$ cat src/rtl/ti_bus_pkg.sv
// Shared TI-99/4A bus definitions used by the CRU front end.
// Addresses are A0..A14 with A0 as the most significant bit.
package ti_bus_pkg;

  localparam int TI_ADDR_W = 15;

  localparam logic [3:0] CRU_DEV_PREFIX = 4'b0001;

  typedef enum logic [1:0] {
    IDLE,
    QUAL,
    ACTIVE,
    RELEASE
  } cruState_t;

endpackage

$ cat src/rtl/ti_cru_sync_if.sv
// Raw TI CRU pins going in and clean CRU clock/write-strobe signals coming out.
// master drives the raw pins, slave is the synchroniser front end.
interface ti_cru_sync_if;
  import ti_bus_pkg::*;

  logic                 ti_cru_clk_raw;
  logic                 ti_memen_raw;
  logic [0:TI_ADDR_W-1] ti_addr_raw;
  logic                 ti_cru_out_raw;

  logic                 cru_clk;
  logic [0:TI_ADDR_W-1] cru_addr;
  logic                 cru_out;
  logic                 wr_stb;
  logic [0:TI_ADDR_W-1] wr_addr;
  logic                 wr_data;
  logic                 wr_hit;

  modport master (
    output ti_cru_clk_raw, ti_memen_raw, ti_addr_raw, ti_cru_out_raw,
    input  cru_clk, cru_addr, cru_out, wr_stb, wr_addr, wr_data, wr_hit
  );

  modport slave (
    input  ti_cru_clk_raw, ti_memen_raw, ti_addr_raw, ti_cru_out_raw,
    output cru_clk, cru_addr, cru_out, wr_stb, wr_addr, wr_data, wr_hit
  );

endinterface

$ cat src/rtl/ti_cru_sync_sync2.sv
// Two-flop synchroniser for a group of asynchronous inputs.
// RESET_VAL lets idle-high pins such as MEMEN come out of reset inactive.
module sync2 #(
  parameter int                 WIDTH     = 1,
  parameter logic [WIDTH-1:0]   RESET_VAL = '0
) (
  input  logic             i_clk,
  input  logic             i_reset,
  input  logic [WIDTH-1:0] i_d,
  output logic [WIDTH-1:0] o_q
);

  logic [WIDTH-1:0] r_s1;
  logic [WIDTH-1:0] r_s2;

  always_ff @(posedge i_clk) begin
    if (i_reset) begin
      r_s1 <= RESET_VAL;
      r_s2 <= RESET_VAL;
    end else begin
      r_s1 <= i_d;
      r_s2 <= r_s1;
    end
  end

  assign o_q = r_s2;

endmodule

$ cat src/rtl/ti_cru_sync.sv
// TI-99/4A CRU front end: synchronises the raw bus, glitch-filters CRUCLK and
// emits one write strobe per qualified CRUCLK rise with captured address/data.
module ti_cru_sync
  import ti_bus_pkg::*;
#(
  parameter int         FILTER_LEN = 3,
  parameter logic [3:0] CRU_BASE   = 4'h2
) (
  input logic          clk,
  input logic          reset,
  ti_cru_sync_if.slave bus
);

  localparam logic [3:0] FILTER_CNT = 4'(FILTER_LEN);

  logic [1:0]           w_ctlS2;
  logic                 w_clkS2;
  logic                 w_outS2;
  logic                 w_memenS2;
  logic [0:TI_ADDR_W-1] w_addrS2;
  logic [3:0]           w_cntInc;
  logic                 w_hit;
  logic                 w_rise;

  cruState_t            r_state;
  logic [3:0]           r_cnt;
  logic                 r_cruClk;
  logic                 r_wrStb;
  logic [0:TI_ADDR_W-1] r_wrAddr;
  logic                 r_wrData;
  logic                 r_wrHit;

  sync2 #(.WIDTH(2), .RESET_VAL(2'b00)) u_syncCtl (
    .i_clk   (clk),
    .i_reset (reset),
    .i_d     ({bus.ti_cru_clk_raw, bus.ti_cru_out_raw}),
    .o_q     (w_ctlS2)
  );

  // MEMEN idles high (no memory cycle), so its chain resets to 1.
  sync2 #(.WIDTH(1), .RESET_VAL(1'b1)) u_syncMemen (
    .i_clk   (clk),
    .i_reset (reset),
    .i_d     (bus.ti_memen_raw),
    .o_q     (w_memenS2)
  );

  sync2 #(.WIDTH(TI_ADDR_W), .RESET_VAL('0)) u_syncAddr (
    .i_clk   (clk),
    .i_reset (reset),
    .i_d     (bus.ti_addr_raw),
    .o_q     (w_addrS2)
  );

  assign w_clkS2  = w_ctlS2[1];
  assign w_outS2  = w_ctlS2[0];
  assign w_cntInc = (r_cnt == 4'hF) ? r_cnt : r_cnt + 4'd1;
  assign w_hit    = (w_addrS2[0:3] == CRU_DEV_PREFIX) && (w_addrS2[4:7] == CRU_BASE);

  // With FILTER_LEN=1 the rise qualifies straight out of IDLE.
  assign w_rise = w_clkS2 &&
                  (((r_state == IDLE) && (FILTER_CNT == 4'd1)) ||
                   ((r_state == QUAL) && (w_cntInc == FILTER_CNT)));

  always_ff @(posedge clk) begin
    if (reset) begin
      r_state  <= IDLE;
      r_cnt    <= '0;
      r_cruClk <= 1'b0;
      r_wrStb  <= 1'b0;
      r_wrAddr <= '0;
      r_wrData <= 1'b0;
      r_wrHit  <= 1'b0;
    end else begin
      r_wrStb <= 1'b0;
      case (r_state)
        IDLE: begin
          r_cruClk <= 1'b0;
          if (w_clkS2) begin
            if (FILTER_CNT == 4'd1) begin
              r_state  <= ACTIVE;
              r_cnt    <= '0;
              r_cruClk <= 1'b1;
            end else begin
              r_state <= QUAL;
              r_cnt   <= 4'd1;
            end
          end
        end
        QUAL: begin
          if (!w_clkS2) begin
            r_state <= IDLE;
            r_cnt   <= '0;
          end else if (w_cntInc == FILTER_CNT) begin
            r_state  <= ACTIVE;
            r_cnt    <= '0;
            r_cruClk <= 1'b1;
          end else begin
            r_cnt <= w_cntInc;
          end
        end
        ACTIVE: begin
          r_cruClk <= 1'b1;
          if (!w_clkS2) begin
            if (FILTER_CNT == 4'd1) begin
              r_state  <= IDLE;
              r_cnt    <= '0;
              r_cruClk <= 1'b0;
            end else begin
              r_state <= RELEASE;
              r_cnt   <= 4'd1;
            end
          end
        end
        RELEASE: begin
          if (w_clkS2) begin
            r_state <= ACTIVE;
            r_cnt   <= '0;
          end else if (w_cntInc == FILTER_CNT) begin
            r_state  <= IDLE;
            r_cnt    <= '0;
            r_cruClk <= 1'b0;
          end else begin
            r_cnt <= w_cntInc;
          end
        end
        default: begin
          r_state  <= IDLE;
          r_cnt    <= '0;
          r_cruClk <= 1'b0;
        end
      endcase

      // A qualified rise during a memory cycle moves the clock but writes nothing.
      if (w_rise && w_memenS2) begin
        r_wrStb  <= 1'b1;
        r_wrAddr <= w_addrS2;
        r_wrData <= w_outS2;
        r_wrHit  <= w_hit;
      end
    end
  end

  assign bus.cru_clk  = r_cruClk;
  assign bus.cru_addr = w_addrS2;
  assign bus.cru_out  = w_outS2;
  assign bus.wr_stb   = r_wrStb;
  assign bus.wr_addr  = r_wrAddr;
  assign bus.wr_data  = r_wrData;
  assign bus.wr_hit   = r_wrHit;

endmodule

$ cat src/flat_wrapper.sv
// flat-port wrapper written by rule: the top's interface ports become plain ports
module ti_cru_sync_flat import ti_bus_pkg::*;
#(
  parameter int         FILTER_LEN = 3,
  parameter logic [3:0] CRU_BASE   = 4'h2
)
  (clk, reset, bus_ti_cru_clk_raw, bus_ti_memen_raw, bus_ti_addr_raw, bus_ti_cru_out_raw, bus_cru_clk, bus_cru_addr, bus_cru_out, bus_wr_stb, bus_wr_addr, bus_wr_data, bus_wr_hit);
  ti_cru_sync_if bus_i ();
  input logic clk;
  input logic reset;
  input wire logic [$bits(bus_i.ti_cru_clk_raw)-1:0] bus_ti_cru_clk_raw;
  input wire logic [$bits(bus_i.ti_memen_raw)-1:0] bus_ti_memen_raw;
  input wire logic [$bits(bus_i.ti_addr_raw)-1:0] bus_ti_addr_raw;
  input wire logic [$bits(bus_i.ti_cru_out_raw)-1:0] bus_ti_cru_out_raw;
  output wire logic [$bits(bus_i.cru_clk)-1:0] bus_cru_clk;
  output wire logic [$bits(bus_i.cru_addr)-1:0] bus_cru_addr;
  output wire logic [$bits(bus_i.cru_out)-1:0] bus_cru_out;
  output wire logic [$bits(bus_i.wr_stb)-1:0] bus_wr_stb;
  output wire logic [$bits(bus_i.wr_addr)-1:0] bus_wr_addr;
  output wire logic [$bits(bus_i.wr_data)-1:0] bus_wr_data;
  output wire logic [$bits(bus_i.wr_hit)-1:0] bus_wr_hit;
  assign bus_i.ti_cru_clk_raw = bus_ti_cru_clk_raw;
  assign bus_i.ti_memen_raw = bus_ti_memen_raw;
  assign bus_i.ti_addr_raw = bus_ti_addr_raw;
  assign bus_i.ti_cru_out_raw = bus_ti_cru_out_raw;
  assign bus_cru_clk = bus_i.cru_clk;
  assign bus_cru_addr = bus_i.cru_addr;
  assign bus_cru_out = bus_i.cru_out;
  assign bus_wr_stb = bus_i.wr_stb;
  assign bus_wr_addr = bus_i.wr_addr;
  assign bus_wr_data = bus_i.wr_data;
  assign bus_wr_hit = bus_i.wr_hit;
  ti_cru_sync #(.FILTER_LEN(FILTER_LEN), .CRU_BASE(CRU_BASE)) u_core (.clk(clk), .reset(reset), .bus(bus_i));
endmodule
$ cat config.mk
export PLATFORM = sky130hd
export DESIGN_NAME = ti_cru_sync_flat
export DESIGN_NICKNAME = d
export VERILOG_FILES = /design/src/rtl/ti_bus_pkg.sv /design/src/rtl/ti_cru_sync_if.sv /design/src/rtl/ti_cru_sync_sync2.sv /design/src/rtl/ti_cru_sync.sv /design/src/flat_wrapper.sv
export SDC_FILE = /design/constraint.sdc
export NUM_CORES = 1
export LEC_CHECK = 0
export BUFFER_PORTS_ARGS = -buffer_cell sky130_fd_sc_hd__buf_2
export CELL_PAD_IN_SITES_DETAIL_PLACEMENT = 1
export CELL_PAD_IN_SITES_GLOBAL_PLACEMENT = 2
export CORE_AREA = 8 8 91 93
export CTS_CLUSTER_DIAMETER = 80
export DETAILED_ROUTE_END_ITERATION = 12
export DIE_AREA = 0 0 99 101
export HOLD_SLACK_MARGIN = 0.12
export PLACE_DENSITY = 0.75
export SLEW_MARGIN = 10
export SYNTH_ARGS = -nofsm -noshare
export SYNTH_HDL_FRONTEND = slang
export SYNTH_SLANG_ARGS = --single-unit
$ cat constraint.sdc
create_clock -name clk -period 2.3 [get_ports clk]
set_input_delay 0.115 -clock clk [delete_from_list [all_inputs] [get_ports clk]]
set_output_delay 0.115 -clock clk [all_outputs]
set_load 0.02 [all_outputs]
==> results of run 1 <==
[worst paths after layout]
check	startpoint	to	slack, ns	cells after the start
setup / recovery	u_core.r_cnt[0]	u_core.bus.wr_addr[11]	0.35	6
hold / removal	reset	u_core.u_syncAddr.o_q[1]	0.30	2
setup reg to reg	u_core.r_cnt[0]	u_core.bus.wr_addr[11]	0.35	6
hold reg to reg	u_core.u_syncMemen.r_s1	u_core.u_syncMemen.o_q	0.41	1
[power breakdown]
| part | switching [uW] | internal (uW) | leakage, uW |
|---|---|---|---|
| clock | 421 | 505 | 0.0000939 |
| combinational | 96.7 | 94.2 | 0.000619 |
| sequential | 23.1 | 1090 | 0.000500 |
| total | 541 | 1690 | 0.00121 |
[routing by layer]
metal / vias to the layer above / GRT usage (%) / wire (um)
li1: 797 / - / -
met1: 733 / 11.63 / 2087
met2: 41 / 15.96 / 2232
met3: 11 / 4.282 / 338
met4: 0 / 7.084 / 129
met5: - / 0 / 0
[repair_timing]
item                                   CTS  global route
hold buffers                            18             0
endpoints found under the hold margin   18             0
setup buffers                            0             0
[synth_stat cells, types with 3 or more instances]
cell type | count | area (um^2)
dfxtp_1 | 61 | 1221
nor2_1 | 19 | 71.32
o21ai_0 | 3 | 15.01
nand3_1 | 4 | 20.02
clkbuf_1 | 8 | 30.03
nor4b_1 | 3 | 26.28
nor2b_1 | 34 | 212.7
nand2b_1 | 3 | 18.77
a21oi_1 | 4 | 20.02
ha_1 | 5 | 62.56
mux2i_1 | 19 | 190.2
[registers in the layout (all words and copies together), names as in the netlist, named ones only]
signal,cells
u_core.u_syncMemen.o_q,1
u_core.r_state,1
u_core.r_cnt,4
u_core.bus.wr_hit,1
u_core.bus.cru_clk,1
u_core.u_syncCtl.o_q,2
u_core.u_syncMemen.r_s1,1
u_core.u_syncAddr.r_s1,15
u_core.bus.wr_stb,1
u_core.u_syncCtl.r_s1,2
u_core.bus.wr_data,1
u_core.u_syncAddr.o_q,15
u_core.bus.wr_addr,15
[kinds of logic after synthesis]
group	after synthesis
flip-flops	61
buffers and inverters	13
multiplexers	20
adder cells (fa/ha/maj)	5
AO/OA/AOI/OAI	17
XOR/XNOR	1
AND/OR/NAND/NOR	76
[worst max-delay path: cells and delay by family (launching register included)]
| family | cells | cell delay, ns |
|---|---|---|
| fa+ha+maj | 1 | 0.33 |
| buf+inv | 1 | 0.20 |
| flops | 1 | 0.37 |
| simple gates | 3 | 0.70 |
| mux | 1 | 0.25 |
[final cells by class]
| cell class | instances | area share (%) |
|---|---|---|
| multi-input combinational | 119 | 29.50 |
| sequential | 61 | 42.71 |
| timing repair buffer | 76 | 17.24 |
| inverter | 2 | 0.2626 |
| clock inverter | 5 | 2.101 |
| clock buffer | 11 | 4.595 |
| tap | 82 | 3.589 |
[metrics by stage]
| stage | cells | setup WS (ns) | area, um^2 |
|---|---|---|---|
| floorplan | 193 | 0.4502 | 2132 |
| detailed placement | 322 | 0.3513 | 2487 |
| global placement | 322 | 0.4280 | 2487 |
| global route | 356 | 0.2039 | 2859 |
| finish | 356 | 0.3478 | 2859 |
| CTS | 356 | 0.3278 | 2859 |
==> metrics, run 1 <==
fmax=512.2 MHz; largest net degree at the start of global routing=40; register area=1221 um^2; ANT cells=0; Adder-Cell Fraction of Synth Area=2.934%; sequential element share of the synthesized area=57.28%; WS Path Type=flop to flop; post-synthesis mux area share=9.448%; ANT nets after route=0; clk slew on worst S/H paths=0.07 ns; CP max stage delay=0.43 ns; crit-path cells=ha_1 > or3b_4 > nor3_4 > buf_12 > mux2i_1 > nor2_1; Pre-Repair DR Iteration Count=4; mapped cell area=2132 um^2; Post-Synth Simple-Gate Area=20.66%; HP Class=input pin to flop; multi-input logic area=843.3 um^2; GPL Wtd Cong=0.7212; gr usage total=10.42%; post-synthesis compound-gate area fraction=5.458%; grt ovf=0; Post-Synth XOR/XNOR Area=0.7629%; nets=294; via count=1582; initial core utilization=30.71%; clk buf depth=2; slew margin rel.=55.75%; Final Util=41.18%; max_cap viols=0; crit-path max FO=18; total power=2234 uW; total wire length=4788 um; Worst-Margin Slew=0.6637 ns; DRC=0; core area=6943 um^2; first-pass GRT wire length=8114 um; Fillers=799; Setup Skew=0.01115 ns; Synth Flop Type=dfxtp_1; Startpoint Class=flop; CP required=2.53 ns; ys async rst share=0%; IO Port Bufs=54; dpl hpwl=3229 um; DR vias/cell=4.444; worst hold margin=0.3042 ns; DIE WIDTH=99 um; fin crit period=1.952 ns; Sum Neg Setup Slack=0 ns; Worst path slowest cell=or3b_4; Post-synth EDFFs=0; Clock Latency Late Sink=0.34 ns; Synth Area per Inst=11.05 um^2; vias in the first global route=1634; main combinational cell family by area after synthesis=simple AND/OR/NAND/NOR gates; initial antenna violation count=0; final setup violating endpoints=0; TritonCTS clock tree=done; share of cells above drive strength 1=28.83%; RSZ-0062 raised after global routing=no; cts repair resizes=0; clk root buf=clkbuf_8; synthesis-to-finish area growth=34.10%; DRT iter0 DRCs=86; Tcrit/Tclk final=84.88%; Arrival @ worst endpoint=2.18 ns; register bit count reported by yosys=61; status=completed; synthesis warning total=0; CTS HTree Levels=3; drt wl/cell=13.45 um; Rows=31; CP Capture Type=flop; worst-case vdd ir drop=0.0003567 V; pwr dens=781.5 nW/um^2; die area=9999 um^2; num ports=55; commonest non-fill, non-tap cell in the layout=dfxtp_1; Static Leak=0.001213 uW; Post-Syn Nets=218; Netlist cell types=36; most frequent cells in the layout=61 x dfxtp_1, 54 x buf_2, 34 x nor2b_1; max-slew violations=0; Die Ht=101 um; total CTS buffers=9; Final Hold Vio Count=0; cell count after synthesis=193; Clock Sinks=61
No activity file was read; power rests on OpenSTA's default activity.
==> run 2, diff against run 1 <==
==> constraint.sdc (replaced) <==
create_clock -name clk -period 1.95 [get_ports clk]
set_input_delay 0.0975 -clock clk [delete_from_list [all_inputs] [get_ports clk]]
set_output_delay 0.0975 -clock clk [all_outputs]
set_load 0.02 [all_outputs]
==> run 2 against run 1 <==
Compared with the run above: first-iteration DRC count shrank 63%; critical path depth is the same; die area is the same; final area grew 0.13%; global-route usage shrank 0.27 points; sequential power grew 18%; clock power grew 16%; via count is essentially flat; non-clock buffer count grew 1; critical endpoint is now u_core.bus.wr_addr[2]; highest routed layer unchanged.
==> metrics, run 2 (synthesized netlist as in run 1, its figures left out) <==
max_cap viols=0 (unchanged); CP required=2.17 ns (-0.36 ns); Final Hold Vio Count=0 (unchanged); grt ovf=0 (unchanged); ANT nets after route=0 (unchanged); final cell count without fillers=355 (-0.28%); post-CTS setup buffers=0 (unchanged); via count=1583 (+0.063%); fin crit period=1.854 ns (-0.09809 ns); initial core utilization=30.71% (unchanged); Critical Path Sink=u_core.bus.wr_addr[2]; Worst path slowest cell=or3b_4; Startpoint Class=flop; nets=295 (+0.34%); commonest non-fill, non-tap cell in the layout=dfxtp_1; worst-case vdd ir drop=0.0005699 V (+60%); FF-to-FF End=u_core.bus.wr_addr[2]; gr usage total=10.15% (-0.27 points); Worst-Margin Slew=0.7333 ns (+0.06959 ns); crit-path max FO=13 (-5); Setup Skew=0.007822 ns (-0.003326 ns); clk root buf=clkbuf_8; TritonCTS clock tree=done; pwr dens=913.7 nW/um^2 (+17%); most frequent cells in the layout=61 x dfxtp_1, 54 x buf_2, 34 x nor2b_1; Clock Latency Late Sink=0.33 ns (about the same); crit path launch=u_core.r_cnt[1]; core area=6943 um^2 (unchanged); IO Port Bufs=54 (unchanged); GPL Wtd Cong=0.7389 (+2.5%); Rows=31 (unchanged); WS Path Type=flop to flop; fmax=539.3 MHz (+5.3%); ANT cells=0 (unchanged); CP Capture Type=flop; Arrival @ worst endpoint=2.07 ns (-0.11 ns); status=completed; die area=9999 um^2 (unchanged); max-slew violations=0 (unchanged); Static Leak=0.001215 uW (+0.18%); DRT iter0 DRCs=32 (-63%); DRC=0 (unchanged); Tcrit/Tclk final=95.08% (+10 points); share of cells above drive strength 1=29.30% (+0.47 points); total CTS buffers=9 (unchanged); final setup violating endpoints=0 (unchanged); largest net degree at the start of global routing=44 (+10%); DIE WIDTH=99 um (unchanged); initial antenna violation count=0 (unchanged); CTS HTree Levels=3 (unchanged); r2r worst-path depth=6 (unchanged); synthesis-to-finish area growth=34.27%; design area=2863 um^2 (+0.13%); crit-path cells=ha_1 > or3b_4 > nor3_4 > buf_12 > mux2i_1 > nor2_1; cts repair resizes=0 (unchanged); drt wl/cell=13.08 um (-2.8%); clk slew on worst S/H paths=0.07 ns (about the same); vias in the first global route=1660 (+1.6%); flop2flop setup slack=0.1 ns (-0.25 ns); Die Ht=101 um (unchanged); dpl hpwl=3216 um (-0.41%); cell total after placement=323 (+0.31%); Post-DP Area=2495 um^2 (+0.30%); first-pass GRT wire length=7948 um (-2.0%); HP Class=input pin to flop; slew margin rel.=51.11% (-4.6 points); CP max stage delay=0.42 ns (about the same); RSZ-0062 raised after global routing=no; Clock Sinks=61 (unchanged); num ports=55 (unchanged); DR vias/cell=4.459 (+0.35%); total wire length=4642 um (-3.0%); RR Startpoint=u_core.r_cnt[1]; Sum Neg Setup Slack=0 ns (unchanged); Pre-Repair DR Iteration Count=4 (unchanged); clk buf depth=2 (unchanged)
run 2: cell types whose count changed in the layout (fill, tap and decap cells not counted):
cell | previous run | this run
clkinv_4 | 1 | 0
inv_6 | 1 | 0
clkbuf_1 | 2 | 0
buf_4 | 3 | 4
clkbuf_8 | 9 | 10
clkinvlp_4 | 1 | 2
run 2: critical path, delay by kind of cell, from the launching register on:
| kind | cells | cell delay (ns) |
|---|---|---|
| simple gates | 3 | 0.66 |
| buf+inv | 1 | 0.19 |
| flops | 1 | 0.34 |
| mux | 1 | 0.22 |
| fa+ha+maj | 1 | 0.31 |
run 2: final cells by class:
class                   count  area (um^2)
well taps                  82        102.6
multi-input cells         119        843.3
fillers                   805         4080
inverters                   2        7.507
clock buffers              10        137.6
clock inverters             4        50.05
flip-flops and latches     61         1221
repair buffers             77        500.5
run 2: where the power goes:
group | switching (uW) | internal (uW) | leakage (uW)
Clock | 461 | 607 | 0.0000902
Sequential | 24.3 | 1290 | 0.000500
Combinational | 118 | 114 | 0.000625
Total | 603 | 2010 | 0.00122
run 2: how the worst min path moves through the flow:
stage	from	to	slack (ns)	cells after the start
3_5_place_dp	bus_ti_memen_raw	u_core.u_syncMemen.r_s1	0.28	2
2_1_floorplan	bus_ti_memen_raw	u_core.u_syncMemen.r_s1	0.20	1
6_report	reset	u_core.r_cnt[1]	0.31	2
4_1_cts	reset	u_core.bus.wr_addr[8]	0.33	2
3_3_place_gp	bus_ti_memen_raw	u_core.u_syncMemen.r_s1	0.28	2
5_1_grt	reset	u_core.bus.wr_addr[8]	0.36	2
run 2: repair_timing:
item / 4_1_cts / 5_1_grt
hold endpoints to repair: 18 / 0
hold buffers: 18 / 0
setup endpoints to repair: 0 / 13
run 2: per-layer routing:
layer	GRT usage (%)	routed length [um]	vias up
met5	0	0	-
met4	4.604	90	0
met3	5.249	341	10
met2	16.42	2193	39
met1	10.78	2017	731
li1	-	-	803
run 2: through the flow:
| step | power [uW] | utilization [%] | setup slack [ns] | hold WS (ns) |
|---|---|---|---|---|
| after global placement | 1546 | 35.93 | 0.1019 | 0.2806 |
| final | 2616 | 41.23 | 0.09586 | 0.3128 |
| after detailed placement | 1551 | 35.93 | 0.06356 | 0.2838 |
| after CTS | 2672 | 41.23 | 0.01333 | 0.3316 |
| after floorplan | 1475 | - | 0.1002 | 0.2013 |
| after global routing | 2756 | 41.23 | 0.01058 | 0.3640 |
